File: src/rtl/dtree_loader_pkg.sv
// Shared types and constants for the decision-tree feature loader:
// FSM states, the seven feature byte positions and a position-match helper.
package dtree_loader_pkg;

  localparam int REC_LEN_DEF = 279;
  localparam int IDX_W       = 9;
  localparam int NUM_FEAT    = 7;

  typedef enum logic [1:0] {
    ST_COLLECT = 2'd0,
    ST_FLUSH   = 2'd1,
    ST_WAIT    = 2'd2
  } state_e;

  typedef logic [2:0] feat_sel_t;

  typedef struct packed {
    logic      hit;
    feat_sel_t sel;
  } feat_match_t;

  // Bank slot k holds the byte at record position FEAT_IDX[k].
  localparam logic [IDX_W-1:0] FEAT_IDX [NUM_FEAT] = '{
    9'd6, 9'd13, 9'd169, 9'd236, 9'd251, 9'd260, 9'd278
  };

  function automatic feat_match_t feat_match(input logic [IDX_W-1:0] idx);
    feat_match_t r;
    r.hit = 1'b0;
    r.sel = '0;
    for (int k = 0; k < NUM_FEAT; k++) begin
      if (idx == FEAT_IDX[k]) begin
        r.hit = 1'b1;
        r.sel = feat_sel_t'(k);
      end
    end
    return r;
  endfunction

endpackage

File: src/rtl/dtree_feature_bank.sv
// Shadow registers filled during a record, and the output bank they are
// copied into when a completed record is handed to the classifier.
module dtree_feature_bank
  import dtree_loader_pkg::*;
(
  input  logic                         clk,
  input  logic                         rst_n,
  input  logic                         wr_en_i,
  input  feat_sel_t                    wr_sel_i,
  input  logic [7:0]                   wr_data_i,
  input  logic                         load_i,
  output logic [NUM_FEAT-1:0][7:0]     bank_o
);

  logic [NUM_FEAT-1:0][7:0] shadow_q, shadow_d;
  logic [NUM_FEAT-1:0][7:0] bank_q, bank_d;

  // Loading from shadow_d lets the final byte of a record (position 278)
  // land in the output bank on the same edge it is written.
  always_comb begin
    shadow_d = shadow_q;
    if (wr_en_i) begin
      shadow_d[wr_sel_i] = wr_data_i;
    end
    bank_d = load_i ? shadow_d : bank_q;
  end

  // NOTE: these feature registers are reset on purpose so the bank reads
  // as defined zeros after reset instead of X.
  always_ff @(posedge clk or negedge rst_n) begin
    if (!rst_n) begin
      shadow_q <= '0;
      bank_q   <= '0;
    end else begin
      shadow_q <= shadow_d;
      bank_q   <= bank_d;
    end
  end

  assign bank_o = bank_q;

endmodule

File: src/rtl/dtree_feature_loader.sv
// Streams feature bytes of fixed-length records, captures seven feature
// positions and hands them to the classifier through a held, valid bank.
module dtree_feature_loader
  import dtree_loader_pkg::*;
#(
  parameter int REC_LEN = REC_LEN_DEF,
  parameter int CNT_W   = 16
) (
  input  logic             clk,
  input  logic             rst_n,
  input  logic             s_valid,
  output logic             s_ready,
  input  logic [7:0]       s_data,
  input  logic             s_last,
  output logic [7:0]       X6,
  output logic [7:0]       X13,
  output logic [7:0]       X169,
  output logic [7:0]       X236,
  output logic [7:0]       X251,
  output logic [7:0]       X260,
  output logic [7:0]       X278,
  output logic             m_valid,
  input  logic             m_ready,
  output logic             err_short,
  output logic             err_long,
  output logic [CNT_W-1:0] rec_cnt,
  output logic [CNT_W-1:0] err_cnt
);

  localparam logic [IDX_W-1:0] LAST_IDX = IDX_W'(REC_LEN - 1);

  state_e                   state_q, state_d;
  logic [IDX_W-1:0]         idx_q, idx_d;
  logic                     m_valid_q, m_valid_d;
  logic                     err_short_q, err_short_d;
  logic                     err_long_q, err_long_d;
  logic [CNT_W-1:0]         rec_cnt_q, rec_cnt_d;
  logic [CNT_W-1:0]         err_cnt_q, err_cnt_d;

  logic                     beat;
  logic                     bank_free;
  logic                     load;
  logic                     wr_en;
  feat_match_t              match;
  logic [NUM_FEAT-1:0][7:0] bank;

  assign s_ready   = rst_n && (state_q != ST_WAIT);
  assign beat      = s_valid && s_ready;
  assign bank_free = !m_valid_q || m_ready;
  assign match     = feat_match(idx_q);
  assign wr_en     = beat && (state_q == ST_COLLECT) && match.hit;

  // NOTE: every signal driven here gets its default first, so no path
  // through the case can leave one unassigned and infer a latch.
  always_comb begin
    state_d     = state_q;
    idx_d       = idx_q;
    m_valid_d   = m_valid_q && !m_ready;
    err_short_d = 1'b0;
    err_long_d  = 1'b0;
    rec_cnt_d   = rec_cnt_q;
    err_cnt_d   = err_cnt_q;
    load        = 1'b0;

    case (state_q)
      ST_COLLECT: begin
        if (beat) begin
          if (s_last && idx_q == LAST_IDX) begin
            idx_d = '0;
            if (bank_free) begin
              load      = 1'b1;
              m_valid_d = 1'b1;
              rec_cnt_d = rec_cnt_q + CNT_W'(1);
            end else begin
              state_d = ST_WAIT;
            end
          end else if (s_last) begin
            idx_d       = '0;
            err_short_d = 1'b1;
            err_cnt_d   = err_cnt_q + CNT_W'(1);
          end else if (idx_q == LAST_IDX) begin
            err_long_d = 1'b1;
            err_cnt_d  = err_cnt_q + CNT_W'(1);
            state_d    = ST_FLUSH;
          end else begin
            idx_d = idx_q + IDX_W'(1);
          end
        end
      end
      ST_FLUSH: begin
        if (beat && s_last) begin
          idx_d   = '0;
          state_d = ST_COLLECT;
        end
      end
      ST_WAIT: begin
        // The held record is still valid here; m_ready swaps in the new one.
        if (m_ready) begin
          load      = 1'b1;
          m_valid_d = 1'b1;
          rec_cnt_d = rec_cnt_q + CNT_W'(1);
          state_d   = ST_COLLECT;
        end
      end
      default: state_d = ST_COLLECT;
    endcase
  end

  // NOTE: state registers use non-blocking assignments so every flop
  // samples pre-edge values regardless of block evaluation order.
  always_ff @(posedge clk or negedge rst_n) begin
    if (!rst_n) begin
      state_q     <= ST_COLLECT;
      idx_q       <= '0;
      m_valid_q   <= 1'b0;
      err_short_q <= 1'b0;
      err_long_q  <= 1'b0;
      rec_cnt_q   <= '0;
      err_cnt_q   <= '0;
    end else begin
      state_q     <= state_d;
      idx_q       <= idx_d;
      m_valid_q   <= m_valid_d;
      err_short_q <= err_short_d;
      err_long_q  <= err_long_d;
      rec_cnt_q   <= rec_cnt_d;
      err_cnt_q   <= err_cnt_d;
    end
  end

  dtree_feature_bank u_bank (
    .clk       (clk),
    .rst_n     (rst_n),
    .wr_en_i   (wr_en),
    .wr_sel_i  (match.sel),
    .wr_data_i (s_data),
    .load_i    (load),
    .bank_o    (bank)
  );

  assign X6        = bank[0];
  assign X13       = bank[1];
  assign X169      = bank[2];
  assign X236      = bank[3];
  assign X251      = bank[4];
  assign X260      = bank[5];
  assign X278      = bank[6];
  assign m_valid   = m_valid_q;
  assign err_short = err_short_q;
  assign err_long  = err_long_q;
  assign rec_cnt   = rec_cnt_q;
  assign err_cnt   = err_cnt_q;

endmodule

File: config.mk
export PLATFORM = sky130hd
export DESIGN_NAME = dtree_feature_loader
export DESIGN_NICKNAME = d
export VERILOG_FILES = /design/src/rtl/dtree_loader_pkg.sv /design/src/rtl/dtree_feature_bank.sv /design/src/rtl/dtree_feature_loader.sv
export SDC_FILE = /design/constraint.sdc
export NUM_CORES = 1
export LEC_CHECK = 0
export ABC_AREA = 0
export BUFFER_PORTS_ARGS = -buffer_cell sky130_fd_sc_hd__buf_2
export CAP_MARGIN = 20
export CELL_PAD_IN_SITES_DETAIL_PLACEMENT = 2
export CELL_PAD_IN_SITES_GLOBAL_PLACEMENT = 2
export CORE_ASPECT_RATIO = 0.5
export CORE_UTILIZATION = 42
export DETAILED_ROUTE_END_ITERATION = 16
export PLACE_DENSITY_LB_ADDON = 0.1
export SYNTH_ARGS = -nofsm -noshare
export SYNTH_HDL_FRONTEND = slang
export SYNTH_SLANG_ARGS = --single-unit
File: constraint.sdc
create_clock -name clk -period 8.3 [get_ports clk]
set_input_delay 0.415 -clock clk [delete_from_list [all_inputs] [get_ports clk]]
set_output_delay 0.415 -clock clk [all_outputs]
set_load 0.1 [all_outputs]
==> impl_summary.txt <==
----------------------------------------------------
[Setup path]
  Destination of the critical timing path ... rec_cnt[11]$_DFFE_PN0P_
  Largest delay contributor family on the critical path ... simple AND/OR/NAND/NOR gates
  RR Endpoint ... rec_cnt[11]$_DFFE_PN0P_
  Required time worst endpoint ... 8650 ps
  Critical path's slowest cell ... sky130_fd_sc_hd__buf_4
  Worst setup path class ... register to register
  Critical Path End Type ... register
  Max stage delay on crit path ... 650 ps
  Origin of the worst setup path ... idx_q[6]$_DFFE_PN0P_
  Setup slack on the worst flop-to-flop path ... 4290 ps
  Worst Setup Start Kind ... register
  Path length in cells of the critical path ... 9
  Origin of the critical flop-to-flop path ... idx_q[6]$_DFFE_PN0P_
  Cell-by-cell trace of the critical path ... nor4b_1 -> and4_1 -> ha_1 -> nor2b_1 -> a32o_4 -> buf_4 -> nand4_1 -> nor4_1 -> xor2_1
  Logic depth of the worst register-to-register path ... 9
  Arrival time of data at the critical path endpoint ... 4360 ps
  Highest net fanout along the worst path ... 63
  Total buffers and inverters traversed by the critical path ... 1

[Drt]
  Via total after detailed routing ... 4245
  Initial detailed-routing violation count ... 123
  Routed wirelength normalized by instance count ... 22.7 µm
  Remaining number of nets flagged by the antenna check after routing ... 0
  Detailed-routing iteration count for the pre-antenna-repair pass ... 6
  Sum of routed wire length over all layers ... 18.0 mm
  Via density per instance ... 5.37
  DRC violations left ... 0

[Synth]
  Yosys reg bits ... 158
  Most repeated cell in the gate-level netlist after synthesis ... sky130_fd_sc_hd__dfrtp_1
  Post-synth net total ... 495
  Number of distinct library cell variants in the gate-level netlist after synthesis ... 49
  Library cell occupying the most area in the post-synthesis netlist ... sky130_fd_sc_hd__dfrtp_1
  Share of flip-flops with an asynchronous set or reset after synthesis ... 1.00
  Top flip-flop cell by instance count after synthesis ... sky130_fd_sc_hd__dfrtp_1
  Fraction of post-synthesis cell area in the top cell type by area ... 0.598
  Area of the mapped netlist ... 6610 µm²
  Count of flip-flops with a built-in enable after synthesis ... 0
  Biggest area contributors in the synthesized netlist ... sky130_fd_sc_hd__dfrtp_1 60%, sky130_fd_sc_hd__mux2_2 19%, sky130_fd_sc_hd__xnor2_1 2.1%
  Number of synthesis warnings ... 0
  Count of mapped cells out of synthesis ... 473
  Sequential fraction of the synthesis area ... 0.598
  Syn avg cell area ... 14.0 µm²
  Ranking of synthesized cells by instance count ... 158 x sky130_fd_sc_hd__dfrtp_1, 110 x sky130_fd_sc_hd__mux2_2, 20 x sky130_fd_sc_hd__nand2_1

[Finish]
  Design Area, Final ... 7940 µm²
  Share of cells above drive strength 1 ... 0.442
  NumNets Final ... 602
  Number of antenna cells inserted ... 0
  Area growth from synthesis to layout ... 20.1%

[Die]
  Die width ... 179 µm
  Placeable core area ... 14900 µm²
  Die height ... 90.7 µm
  Initial core utilization ... 0.444
  Top-Level Pins ... 105
  Die area ... 16300 µm²
  Number of standard-cell rows in the floorplan ... 31

[Flow run]
  Max_cap viols ... 0

[Timing]
  Final cycle utilization of the critical path ... 0.483
  Slew Limit Headroom ... 0.314
  Max Clk Rate ... 0.250 GHz
  Layout Skew ... 7.43 ps
  Count of pins over their slew limit ... 0
  RSZ-0062 raised after global routing ... no
  Min Clock Period, post-route ... 4010 ps
  Final hold slack ... 70.2 ps
  Hold Violations, Final ... 0
  Final setup violation count ... 0
  Sum Neg Setup Slack ... 0 ps
  Tightest Pin Transition ... 1020 ps

[Clocking]
  Root buffer cell ... sky130_fd_sc_hd__clkbuf_16
  Setup repair bufs after CTS ... 0
  Post-cts repair resize count ... 0
  Clock network latency to the later pin of the worst-skew pair ... 440 ps
  CTS HTree Levels ... 4
  CTS Hold Buffers Added ... 0
  TritonCTS Buffers ... 17
  CTS tree ... yes
  Buffer levels on the longest clock path ... 2
  Total number of clock tree sinks ... 158
  Reg clk slew, reported paths ... 70 ps

[Status]
  Result of the run ... completed

[Pwr]
  Reported leakage power ... 0.00412 µW
  Sequential cell fraction of total power ... 0.449
  Combinational fraction of design power ... 0.107
  Share of total power in the clock network ... 0.444
  Worst ir drop on vdd ... 151 µV
  Power density normalized to cell area ... 232 nW/µm²
  Internal power ... 1280 µW
  Switching power as a share of total power ... 0.306
  Net switching power figure ... 562 µW

[Place]
  Port Buffers ... 104
  Cell Area, Placed ... 7320 µm²
  Global placer's final weighted congestion ... 0.742
  DP HPWL ... 11.2 mm

[Global routing]
  Congestion Overflow GR ... 0
  First-pass GRT wire length ... 29.4 mm
  Initial antenna violation count ... 0
  Pin count of the biggest net entering global routing ... 95
  Vias in the first global route ... 4923
  GRT Total Usage ... 0.242

[Min path]
  Worst min-delay path class ... primary input to async pin

----------------------------------------------------
==> layout make-up <==
cell class,instances,area [µm²]
tap,198,248
multi-input combinational,290,2560
clock inverter,15,188
sequential,158,3950
fill,1444,6950
timing repair buffer,107,547
inverter,6,22.5
clock buffer,17,425
==> worst min-delay path by stage <==
stage	end	slack, ps	cells after the start
floorplan	err_cnt[0]$_DFFE_PN0P_	120	0
global placement	err_cnt[15]$_DFFE_PN0P_	450	1
detailed placement	rec_cnt[15]$_DFFE_PN0P_	460	1
CTS	err_long$_DFF_PN0_	90	1
global route	idx_q[3]$_DFFE_PN0P_	120	1
finish	err_long$_DFF_PN0_	70	1
==> layer usage <==
| metal | GRT usage | vias up | wire length (µm) |
|---|---|---|---|
| met5 | 0 | - | 0 |
| met2 | 0.421 | 81 | 9210 |
| met3 | 0.0613 | 17 | 816 |
| met1 | 0.293 | 2242 | 7720 |
| li1 | - | 1905 | - |
| met4 | 0.0869 | 0 | 209 |
==> power by group through the flow <==
stage / logic (µW) / registers [µW] / clock network [µW]
6_report: 197 / 825 / 817
5_1_grt: 207 / 830 / 863
4_1_cts: 198 / 826 / 840
3_5_place_dp: 194 / 839 / 0
3_3_place_gp: 189 / 837 / 0
2_1_floorplan: 54.0 / 918 / 0
==> placed cells by master (no fill, tap or decap), drive strengths merged, types with 10 or more instances in the layout <==
cell,Yosys,final
clkbuf,8,18
dfrtp,158,158
nand2,20,20
inv,6,15
mux2,114,114
xor2,14,14
nor3,13,13
o21ai,10,10
buf,11,106
xnor2,16,16
nand3,16,16
==> metrics by stage <==
step	util	std cells	worst slack (ps)	power [µW]
3_5_place_dp	0.492	758	4450	1030
5_1_grt	0.533	791	3970	1900
2_1_floorplan	-	473	5480	972
6_report	0.533	791	4290	1840
3_3_place_gp	0.492	758	4570	1030
4_1_cts	0.533	790	4320	1860
==> state kept, by name, indices dropped and copies added (netlist names) <==
name / count
idx_q: 9
u_bank.bank_o: 56
state_q: 2
rec_cnt: 16
err_short: 1
u_bank.shadow_q: 56
err_cnt: 16
err_long: 1
m_valid: 1
==> worst register-to-register path, cell delays in order (launching register included) <==
cell and delay, ps:
sky130_fd_sc_hd__dfrtp_1 490, sky130_fd_sc_hd__nor4b_1 380, sky130_fd_sc_hd__and4_1 340, sky130_fd_sc_hd__ha_1 330, sky130_fd_sc_hd__nor2b_1 270, sky130_fd_sc_hd__a32o_4 230, sky130_fd_sc_hd__buf_4 650, sky130_fd_sc_hd__nand4_1 590
sky130_fd_sc_hd__nor4_1 470, sky130_fd_sc_hd__xor2_1 190
==> cell families (layout without fill, tap and decap cells) <==
family | after synthesis | count (layout) | synth area share
AOI/OAI and AO/OA | 27 | 27 | 0.0312
xor gates and xnor gates | 30 | 30 | 0.0397
adders and majority gates | 9 | 9 | 0.0170
buffers and inverters | 25 | 145 | 0.0168
DFF | 158 | 158 | 0.598
muxes | 115 | 115 | 0.197
and+or+nand+nor | 109 | 109 | 0.0997
Note: power is estimated with default switching activity, not from simulation.
